`config.mk`:
```
export PLATFORM = sky130hd
export DESIGN_NAME = host_sequencer
export DESIGN_NICKNAME = d
export VERILOG_FILES = /design/src/rtl/host_sequencer.sv
export SDC_FILE = /design/constraint.sdc
export NUM_CORES = 1
export LEC_CHECK = 0
export ABC_AREA = 1
export BUFFER_PORTS_ARGS = -buffer_cell sky130_fd_sc_hd__buf_4
export CORE_MARGIN = 5
export CORE_UTILIZATION = 46
export DETAILED_ROUTE_END_ITERATION = 8
export GPL_TIMING_DRIVEN = 0
export PLACE_DENSITY = 0.68
export SLEW_MARGIN = 25
export SYNTH_ARGS = -nofsm -noshare
export SYNTH_HDL_FRONTEND = slang
export SYNTH_SLANG_ARGS = --single-unit
```
`constraint.sdc`:
```
create_clock -name clk -period 2.4 [get_ports clk]
set_clock_uncertainty 0.15 [all_clocks]
set_input_delay 0 -clock clk [delete_from_list [all_inputs] [get_ports clk]]
set_output_delay 0 -clock clk [all_outputs]
set_load 0.1 [all_outputs]
```
`src/rtl/host_sequencer.sv`:
```
// host_sequencer
//   Front-end controller wrapped around the processor core. A session loads
//   IMG_BYTES host bytes into data memory (addresses 0..IMG_BYTES-1), lets
//   the processor run until end_process, then streams RES_BYTES bytes
//   starting at RES_BASE back to the host.
//
// Optional feature: define SEQ_TIMEOUT_EN to enable the run watchdog
//   (TIMEOUT_CYCLES). Without it, timeout is tied to 0 and RUN waits forever.
//
// Ports
//   clk, rst          single clock, synchronous active-high reset
//   start             begin a session (sampled only in IDLE or DONE)
//   rx_data/valid/rdy host -> sequencer byte stream
//   status            processor mode: 01 run, 10 write DM, 11 read DM (dm_en low)
//   data_in           byte written to DM
//   data_addr_in      DM address for load and readback
//   end_process       processor finished its program
//   dm_out            DM read data, valid RD_LAT edges after the address
//   tx_data/valid/rdy sequencer -> host result byte stream
//   busy, done        session in progress / session finished (level)
//   timeout           watchdog aborted the last run
//   state_dbg         current FSM state encoding, for observation only
//
// Handshakes: a byte moves on a rising edge where valid and ready are both
//   high. The source holds data stable while valid is high and ready is low;
//   valid never depends combinationally on ready. All outputs are registers.

module host_sequencer #(
   parameter logic [15:0] IMG_BYTES      = 16'd256,
   parameter logic [15:0] RES_BASE       = 16'd0,
   parameter logic [15:0] RES_BYTES      = 16'd256,
   parameter int unsigned RD_LAT         = 3,
   parameter logic [31:0] TIMEOUT_CYCLES = 32'd1_000_000
) (
   input  logic        clk,
   input  logic        rst,
   input  logic        start,
   input  logic [7:0]  rx_data,
   input  logic        rx_valid,
   output logic        rx_ready,
   output logic [1:0]  status,
   output logic [7:0]  data_in,
   output logic [15:0] data_addr_in,
   input  logic        end_process,
   input  logic [7:0]  dm_out,
   output logic [7:0]  tx_data,
   output logic        tx_valid,
   input  logic        tx_ready,
   output logic        busy,
   output logic        done,
   output logic        timeout,
   output logic [2:0]  state_dbg
);

   typedef enum logic [2:0] {
      S_IDLE  = 3'd0,
      S_LOAD  = 3'd1,
      S_FLUSH = 3'd2,
      S_RUN   = 3'd3,
      S_RADDR = 3'd4,
      S_RWAIT = 3'd5,
      S_SEND  = 3'd6,
      S_DONE  = 3'd7
   } state_t;

   localparam logic [1:0] ST_RUN   = 2'b01;
   localparam logic [1:0] ST_WRITE = 2'b10;
   localparam logic [1:0] ST_IDLE  = 2'b11;

   // Last value of the wait counter: the RD_LAT-th edge after the address edge.
   localparam logic [2:0] LAT_LAST = 3'(RD_LAT - 1);

   state_t      state, state_nxt;
   logic [1:0]  status_nxt;
   logic [7:0]  data_in_nxt;
   logic [15:0] addr_nxt;
   logic        rx_ready_nxt;
   logic [7:0]  tx_data_nxt;
   logic        tx_valid_nxt;
   logic        busy_nxt;
   logic        done_nxt;
   logic        timeout_nxt;
   logic [15:0] load_cnt, load_cnt_nxt;
   logic [15:0] rd_idx, rd_idx_nxt;
   logic [2:0]  lat_cnt, lat_cnt_nxt;

`ifdef SEQ_TIMEOUT_EN
   logic [31:0] to_cnt, to_cnt_nxt;
`else
   // The watchdog limit only matters when the watchdog is built in.
   logic unused_timeout_cfg;
   assign unused_timeout_cfg = ^TIMEOUT_CYCLES;
`endif

   assign state_dbg = state;

   always_comb begin
      state_nxt    = state;
      // Default to "read, dm_en low" so a cycle without a handshake never
      // repeats the previous write.
      status_nxt   = ST_IDLE;
      data_in_nxt  = data_in;
      addr_nxt     = data_addr_in;
      rx_ready_nxt = 1'b0;
      tx_data_nxt  = tx_data;
      tx_valid_nxt = tx_valid;
      timeout_nxt  = timeout;
      load_cnt_nxt = load_cnt;
      rd_idx_nxt   = rd_idx;
      lat_cnt_nxt  = lat_cnt;
`ifdef SEQ_TIMEOUT_EN
      to_cnt_nxt   = to_cnt;
`endif

      case (state)
         S_IDLE, S_DONE: begin
            if (start) begin
               timeout_nxt  = 1'b0;
               load_cnt_nxt = 16'd0;
               if (IMG_BYTES == 16'd0) begin
                  state_nxt = S_FLUSH;
               end else begin
                  state_nxt    = S_LOAD;
                  rx_ready_nxt = 1'b1;
               end
            end
         end

         S_LOAD: begin
            rx_ready_nxt = 1'b1;
            if (rx_valid && rx_ready) begin
               status_nxt   = ST_WRITE;
               data_in_nxt  = rx_data;
               addr_nxt     = load_cnt;
               load_cnt_nxt = load_cnt + 16'd1;
               if (load_cnt == IMG_BYTES - 16'd1) begin
                  rx_ready_nxt = 1'b0;
                  state_nxt    = S_FLUSH;
               end
            end
         end

         // One idle-status cycle so the processor commits the last write
         // before it is switched to run mode.
         S_FLUSH: begin
            state_nxt = S_RUN;
`ifdef SEQ_TIMEOUT_EN
            to_cnt_nxt = 32'd0;
`endif
         end

         S_RUN: begin
            if (end_process) begin
               rd_idx_nxt = 16'd0;
               state_nxt  = (RES_BYTES == 16'd0) ? S_DONE : S_RADDR;
            end else begin
`ifdef SEQ_TIMEOUT_EN
               if (to_cnt == TIMEOUT_CYCLES - 32'd1) begin
                  timeout_nxt = 1'b1;
                  state_nxt   = S_DONE;
               end else begin
                  status_nxt = ST_RUN;
                  to_cnt_nxt = to_cnt + 32'd1;
               end
`else
               status_nxt = ST_RUN;
`endif
            end
         end

         S_RADDR: begin
            addr_nxt    = RES_BASE + rd_idx;
            lat_cnt_nxt = 3'd0;
            state_nxt   = S_RWAIT;
         end

         S_RWAIT: begin
            if (lat_cnt == LAT_LAST) begin
               tx_data_nxt  = dm_out;
               tx_valid_nxt = 1'b1;
               state_nxt    = S_SEND;
            end else begin
               lat_cnt_nxt = lat_cnt + 3'd1;
            end
         end

         S_SEND: begin
            if (tx_ready) begin
               tx_valid_nxt = 1'b0;
               rd_idx_nxt   = rd_idx + 16'd1;
               state_nxt    = (rd_idx + 16'd1 == RES_BYTES) ? S_DONE : S_RADDR;
            end
         end

         default: state_nxt = S_IDLE;
      endcase

      busy_nxt = (state_nxt != S_IDLE) && (state_nxt != S_DONE);
      done_nxt = (state_nxt == S_DONE);
   end

   always_ff @(posedge clk) begin
      if (rst) begin
         state        <= S_IDLE;
         status       <= ST_IDLE;
         data_in      <= 8'd0;
         data_addr_in <= 16'd0;
         rx_ready     <= 1'b0;
         tx_data      <= 8'd0;
         tx_valid     <= 1'b0;
         busy         <= 1'b0;
         done         <= 1'b0;
         timeout      <= 1'b0;
         load_cnt     <= 16'd0;
         rd_idx       <= 16'd0;
         lat_cnt      <= 3'd0;
`ifdef SEQ_TIMEOUT_EN
         to_cnt       <= 32'd0;
`endif
      end else begin
         state        <= state_nxt;
         status       <= status_nxt;
         data_in      <= data_in_nxt;
         data_addr_in <= addr_nxt;
         rx_ready     <= rx_ready_nxt;
         tx_data      <= tx_data_nxt;
         tx_valid     <= tx_valid_nxt;
         busy         <= busy_nxt;
         done         <= done_nxt;
         timeout      <= timeout_nxt;
         load_cnt     <= load_cnt_nxt;
         rd_idx       <= rd_idx_nxt;
         lat_cnt      <= lat_cnt_nxt;
`ifdef SEQ_TIMEOUT_EN
         to_cnt       <= to_cnt_nxt;
`endif
      end
   end

endmodule

```
### After elaboration in Yosys (flattened, before gate mapping)

Index checks and enable logic that the tools add are counted.

| storage, ports and cells | value |
|---|---|
| output and inout port bits | 42 |
| input port bits | 22 |
| flip-flop bits (word level) | 76 |
| word-level logic and storage cells | 78 |

| operators by class | value |
|---|---|
| multiplexer cells | 28 |
| equal/unequal tests | 18 |
| add/sub/neg operators | 3 |
| reductions and logical operators | 17 |

Operators by type and width:

| operator | count |
|---|---|
| 16-bit case mux with 2 select lines | 3 |
| 16-bit 2-to-1 mux | 5 |
| 16-bit by 1-bit adder with 16-bit output, second input constant | 2 |
| 3-bit 2-to-1 mux | 7 |
| 3-bit case mux with 7 select lines | 1 |
| 16-bit by 8-bit == test with 1-bit output, second input constant | 1 |
| 16-bit by 9-bit == test with 1-bit output, second input constant | 1 |
| 3-bit == test, second input constant | 5 |
| 2-bit inequality test, second input constant | 6 |
| 2-bit nonzero test | 5 |
| 3-bit by 2-bit == test with 1-bit output, second input constant | 3 |
| 3-bit AND reduction | 3 |
| 2-bit AND reduction | 4 |
| 1-bit 2-to-1 mux | 6 |
| 3-bit case mux with 2 select lines | 1 |
| 2-bit 2-to-1 mux | 2 |
| 1-bit case mux with 2 select lines | 2 |
| 2-bit case mux with 2 select lines | 1 |
| 3-bit by 1-bit adder with 3-bit output, second input constant | 1 |
| 3-bit by 1-bit == test with 1-bit output, second input constant | 1 |
| 3-bit zero test | 1 |
| 3-bit inequality test, second input constant | 1 |
| 3-bit nonzero test | 1 |
| 1-bit logical AND | 2 |
| 2-bit OR reduction | 1 |

### Logic depth before layout (Yosys ltp)

| logic depth | value |
|---|---|
| depth after elaboration | 7 |
| mapped depth | 15 |
| depth with buffers taken out | 15 |

### Worst setup path before layout

No wires, ideal clock.

| path | value |
|---|---|
| kind | reg-to-reg |
| from | register state[0] (netlist: state_dbg[0]) |
| to | register load_cnt[12] |
| path slack | -161 ps |
| required time | 2127 ps |
| cell stages (with the launch flop) | 12 |
| arrival | 2288 ps |
| library setup time | 123 ps |
| clock period less this slack | 2561 ps |
| buffers on the path | 0 |
| cells stage by stage | dfxtp_1 > inv_2 > nor3_4 > nand3_4 > nand2_4 > nand2_4 > nor2_4 > inv_2 > nor3_2 > nand2_1 > o21ai_1 > a21oi_1 |

| on the way | value |
|---|---|
| longest elaborated chain between the ends | 4 |
| elaborated cells on any way between the ends | 9 |
| those cells by class | eq/ne: 4; mux: 1; reduce/logical: 4 |

RTL lines:

| item | RTL line | text |
|---|---|---|
| from (decl) | 73 | `state_t state, state_nxt;` |
| from (signal assigned) | 221 | `state <= state_nxt;` |
| 3-bit == test / 3-bit zero test (equally long branches) | 115 | `case (state)` |
| 2-bit OR reduction | 115 |  |
| 2-bit inequality test (no source line) / 2-bit nonzero test (equally long branches) | -- |  |
| 3-bit AND reduction (no source line) | -- |  |
| to (signal assigned) | 231 | `load_cnt <= load_cnt_nxt;` |
| to (decl) | 83 | `logic [15:0] load_cnt, load_cnt_nxt;` |

Several ways; a longest one is shown, not always the timed one.
A chain may end at the register's enable or synchronous reset.

==> impl_metrics.py <==
metrics = {
    "hold_path": {
        "hold_depth": 4,
        "hold_path.startpoint": "dm_out[4]",
        "hold_class": "input port to flop",
        "whs_endpoint": "tx_data[4]",
    },
    "worst_setup_path": {
        "crit_required_ns": 2.53,
        "start_kind": "input port",
        "crit_type": "input port to flop",
        "r2r_setup_slack_ns": 0.22,
        "r2r_cells": 12,
        "cp.arrival_ns": 2.33,
        "r2r-start": "rd_idx[0]",
        "worstReg2RegEnd": "busy",
        "endpoint_kind": "flop",
        "worstPathMaxFanout": 10,
    },
    "yosys": {
        "synth-edff-count": 0,
        "ys_ff_latch": 76,
        "synth_cells": 524,
        "seq_area_frac_synth_pct": 41.4,
        "async_flop_share_pct": 0,
        "synth_ff_type": "dfxtp_1",
        "synth_nets": 550,
        "syn_area_per_cell_um2": 7.02,
        "netlist_area_um2": 3680,
        "synth.distinct_cells": 36,
        "yosys_warnings": 0,
    },
    "floorplan": {
        "rows": 32,
        "die_area_um2": 9880,
        "die_w_um": 99.4,
        "start_util_pct": 47.3,
        "core-area_um2": 7770,
        "io_pins": 64,
        "die_h_um": 99.4,
    },
    "detailed_routing": {
        "ant_nets": 0,
        "vias": 3780,
        "wl_per_cell_um": 13.8,
        "viasPerCell": 5.16,
        "drt-total-wl_um": 10100,
        "drtIter0Drc": 152,
        "post-route-drc-count": 0,
        "dr.pass1.iters": 4,
    },
    "power": {
        "total_power_mw": 2.55,
        "p_seq_share_pct": 50.8,
        "swShare_pct": 28.6,
        "p_per_area_nw_per_um2": 535,
        "p_clk_share_pct": 35.8,
        "p_switching_uw": 728,
        "irDropWorstVdd_mv": 0.295,
        "power_frac_comb_pct": 13.4,
        "p_leak_nw": 1.87,
        "p_int_mw": 1.82,
    },
    "final_layout": {
        "synthToLayoutAreaGrowth_pct": 29.5,
        "drive_gt1_share_pct": 20.6,
        "fin_cells": 733,
        "n_antenna_cell": 0,
        "stdcell_area_um2": 4760,
        "finalNetCount": 652,
    },
    "global_route": {
        "top_usage_layer": "met2",
        "grt_max_degree": 14,
        "grt_pass1_vias": 3690,
        "grt_use_met3_pct": 5.12,
        "met1_usage_pct": 26.8,
        "grt_first_pass_wirelength_um": 17200,
        "track_usage_pct": 21.3,
        "grt_remaining_overflow": 0,
        "met2_usage_pct": 35.7,
        "antenna_found_initial": 0,
    },
    "sta": {
        "fmax_mhz": 455,
        "hold_violations": 0,
        "drv_slew": 0,
        "layout_setup_ws_ns": 0.201,
        "worst_hold_slack_ns": 0.279,
        "worst_pin_slew_ns": 0.612,
        "min_period_over_period_pct": 91.6,
        "min_period_ns": 2.20,
        "setup_viol": 0,
        "slew_headroom_pct": 59.2,
    },
    "cts": {
        "cts_sinks": 76,
        "tritoncts": "built",
        "clockBufferDepth": 2,
        "clock_latency_ns": 0.34,
        "htreeDepth": 3,
        "cts_made_buffers": 9,
        "cts-root-buf": "clkbuf_8",
        "clk_pin_slew_worst_paths_ns": 0.08,
    },
    "placement": {
        "gp_congestion": 0.846,
        "placed_area_um2": 4270,
        "post-place-ws_ns": 0.191,
        "port_buffers": 62,
        "dp_cells": 688,
        "post-dp-hpwl_um": 7490,
    },
    "run_status": {
        "status": "finished clean",
    },
    "flow_run": {
        "max_cap_violations": 0,
    },
}
[through the flow]
step / setup TNS [ns] / util, %
final: 0 / 61.3
after global routing: -0.00114 / 61.3
after CTS: 0 / 61.2
after detailed placement: 0 / 55.0
after global placement: 0 / 55.0
after floorplan: 0 / -
[how the worst max path moves through the flow]
stage,end,slack [ns],startpoint,depth (start not counted)
after floorplan,load_cnt[12],0.19,rx_ready,9
after global placement,busy,0.25,rd_idx[1],14
after detailed placement,busy,0.19,rd_idx[1],14
after CTS,busy,0.17,rd_idx[0],14
after global routing,busy,-0.001,rd_idx[1],14
final,data_in[0],0.20,rst,8
[state kept, by name, summed over array words and instances, names as in the netlist]
| signal | cells |
|---|---|
| data_addr_in | 16 |
| load_cnt | 16 |
| rd_idx | 16 |
| data_in | 8 |
| tx_data | 8 |
| lat_cnt | 3 |
| state_dbg | 3 |
| status | 2 |
| busy | 1 |
| done | 1 |
| rx_ready | 1 |
| tx_valid | 1 |
[cell usage after synthesis (2+ instances only)]
cell	instances	share of area, %
nor3_2	6	1.6
dfxtp_1	76	41
nand2_2	7	1.2
o21bai_1	2	0.41
clkbuf_1	12	1.2
nand3_1	28	3.8
nand3_2	3	0.82
clkinv_1	2	0.20
nand2_1	135	14
nor2_1	64	6.5
nand2_4	2	0.61
o21ai_1	4	0.54
xor2_1	2	0.48
a21oi_1	30	4.1
buf_2	3	0.41
o21ai_0	42	5.7
nor3_1	4	0.54
nor4_1	2	0.34
inv_1	39	4.0
nand4_1	9	1.5
nor2_2	5	0.85
a31oi_1	18	3.1
inv_2	8	0.82
ha_1	4	1.4
nor2_4	5	1.5
nand3_4	2	0.95
[layout make-up]
type                            instances  area [um^2]
Fill cell                             737         3010
Multi-Input combinational cell        383         1910
Sequential cell                        76         1530
Timing Repair Buffer                   91          756
Inverter                               49          184
Clock buffer                           11          151
Tap cell                              102          128
Buffer                                 16         67.6
Clock inverter                          5         35.0
[cells in the final DEF (no fill, tap or decap), types with 7 or more instances in the layout]
cell type,netlist,layout
clkbuf_1,12,12
a21oi_1,30,30
a31oi_1,18,18
inv_2,8,8
o21ai_0,42,42
buf_4,1,63
inv_1,39,39
nor2_1,64,63
nand4_1,9,9
nand3_1,28,27
dfxtp_1,76,71
clkbuf_8,0,11
nand2_1,135,135
nand2_2,7,7
dlygate4sd3_1,0,29
[power by group through the flow]
stage / clock network [mW] / logic [mW] / registers (mW)
after floorplan: 0 / 0.0816 / 1.45
after global placement: 0 / 0.297 / 1.32
after detailed placement: 0 / 0.300 / 1.32
after CTS: 0.945 / 0.339 / 1.29
after global routing: 0.991 / 0.360 / 1.30
final: 0.911 / 0.340 / 1.29
[timing repair]
item,CTS,global route
endpoints found under the setup margin,0,2
buffers inserted,0,0
hold buffers,29,0
resized for setup,0,4
endpoints found under the hold margin,31,0
[worst max-delay path, cell delays in order]
cell           delay (ns)
dlygate4sd3_1        0.55
buf_4                0.15
inv_1                0.07
clkbuf_1             0.31
clkbuf_1             0.44
o21ai_0              0.15
dlygate4sd3_1        0.58
nor2_1               0.08
[cells by family (layout without fill, tap and decap cells)]
kind of cell	Yosys count	in the layout	synth area share [%]
flops	76	76	41.4
fa+ha+maj	4	4	1.36
simple gates	275	275	34.9
compound gates	101	101	14.9
buf+inv	65	172	6.84
other cells	1	1	0.102
xor+xnor	2	2	0.476
[metal layers]
layer	up-vias	share of wire (%)
met1	1740	44
li1	1925	-
met2	98	47
met4	0	1.8
met3	17	6.8
met5	-	0
Note: power is estimated with default switching activity, not from simulation.
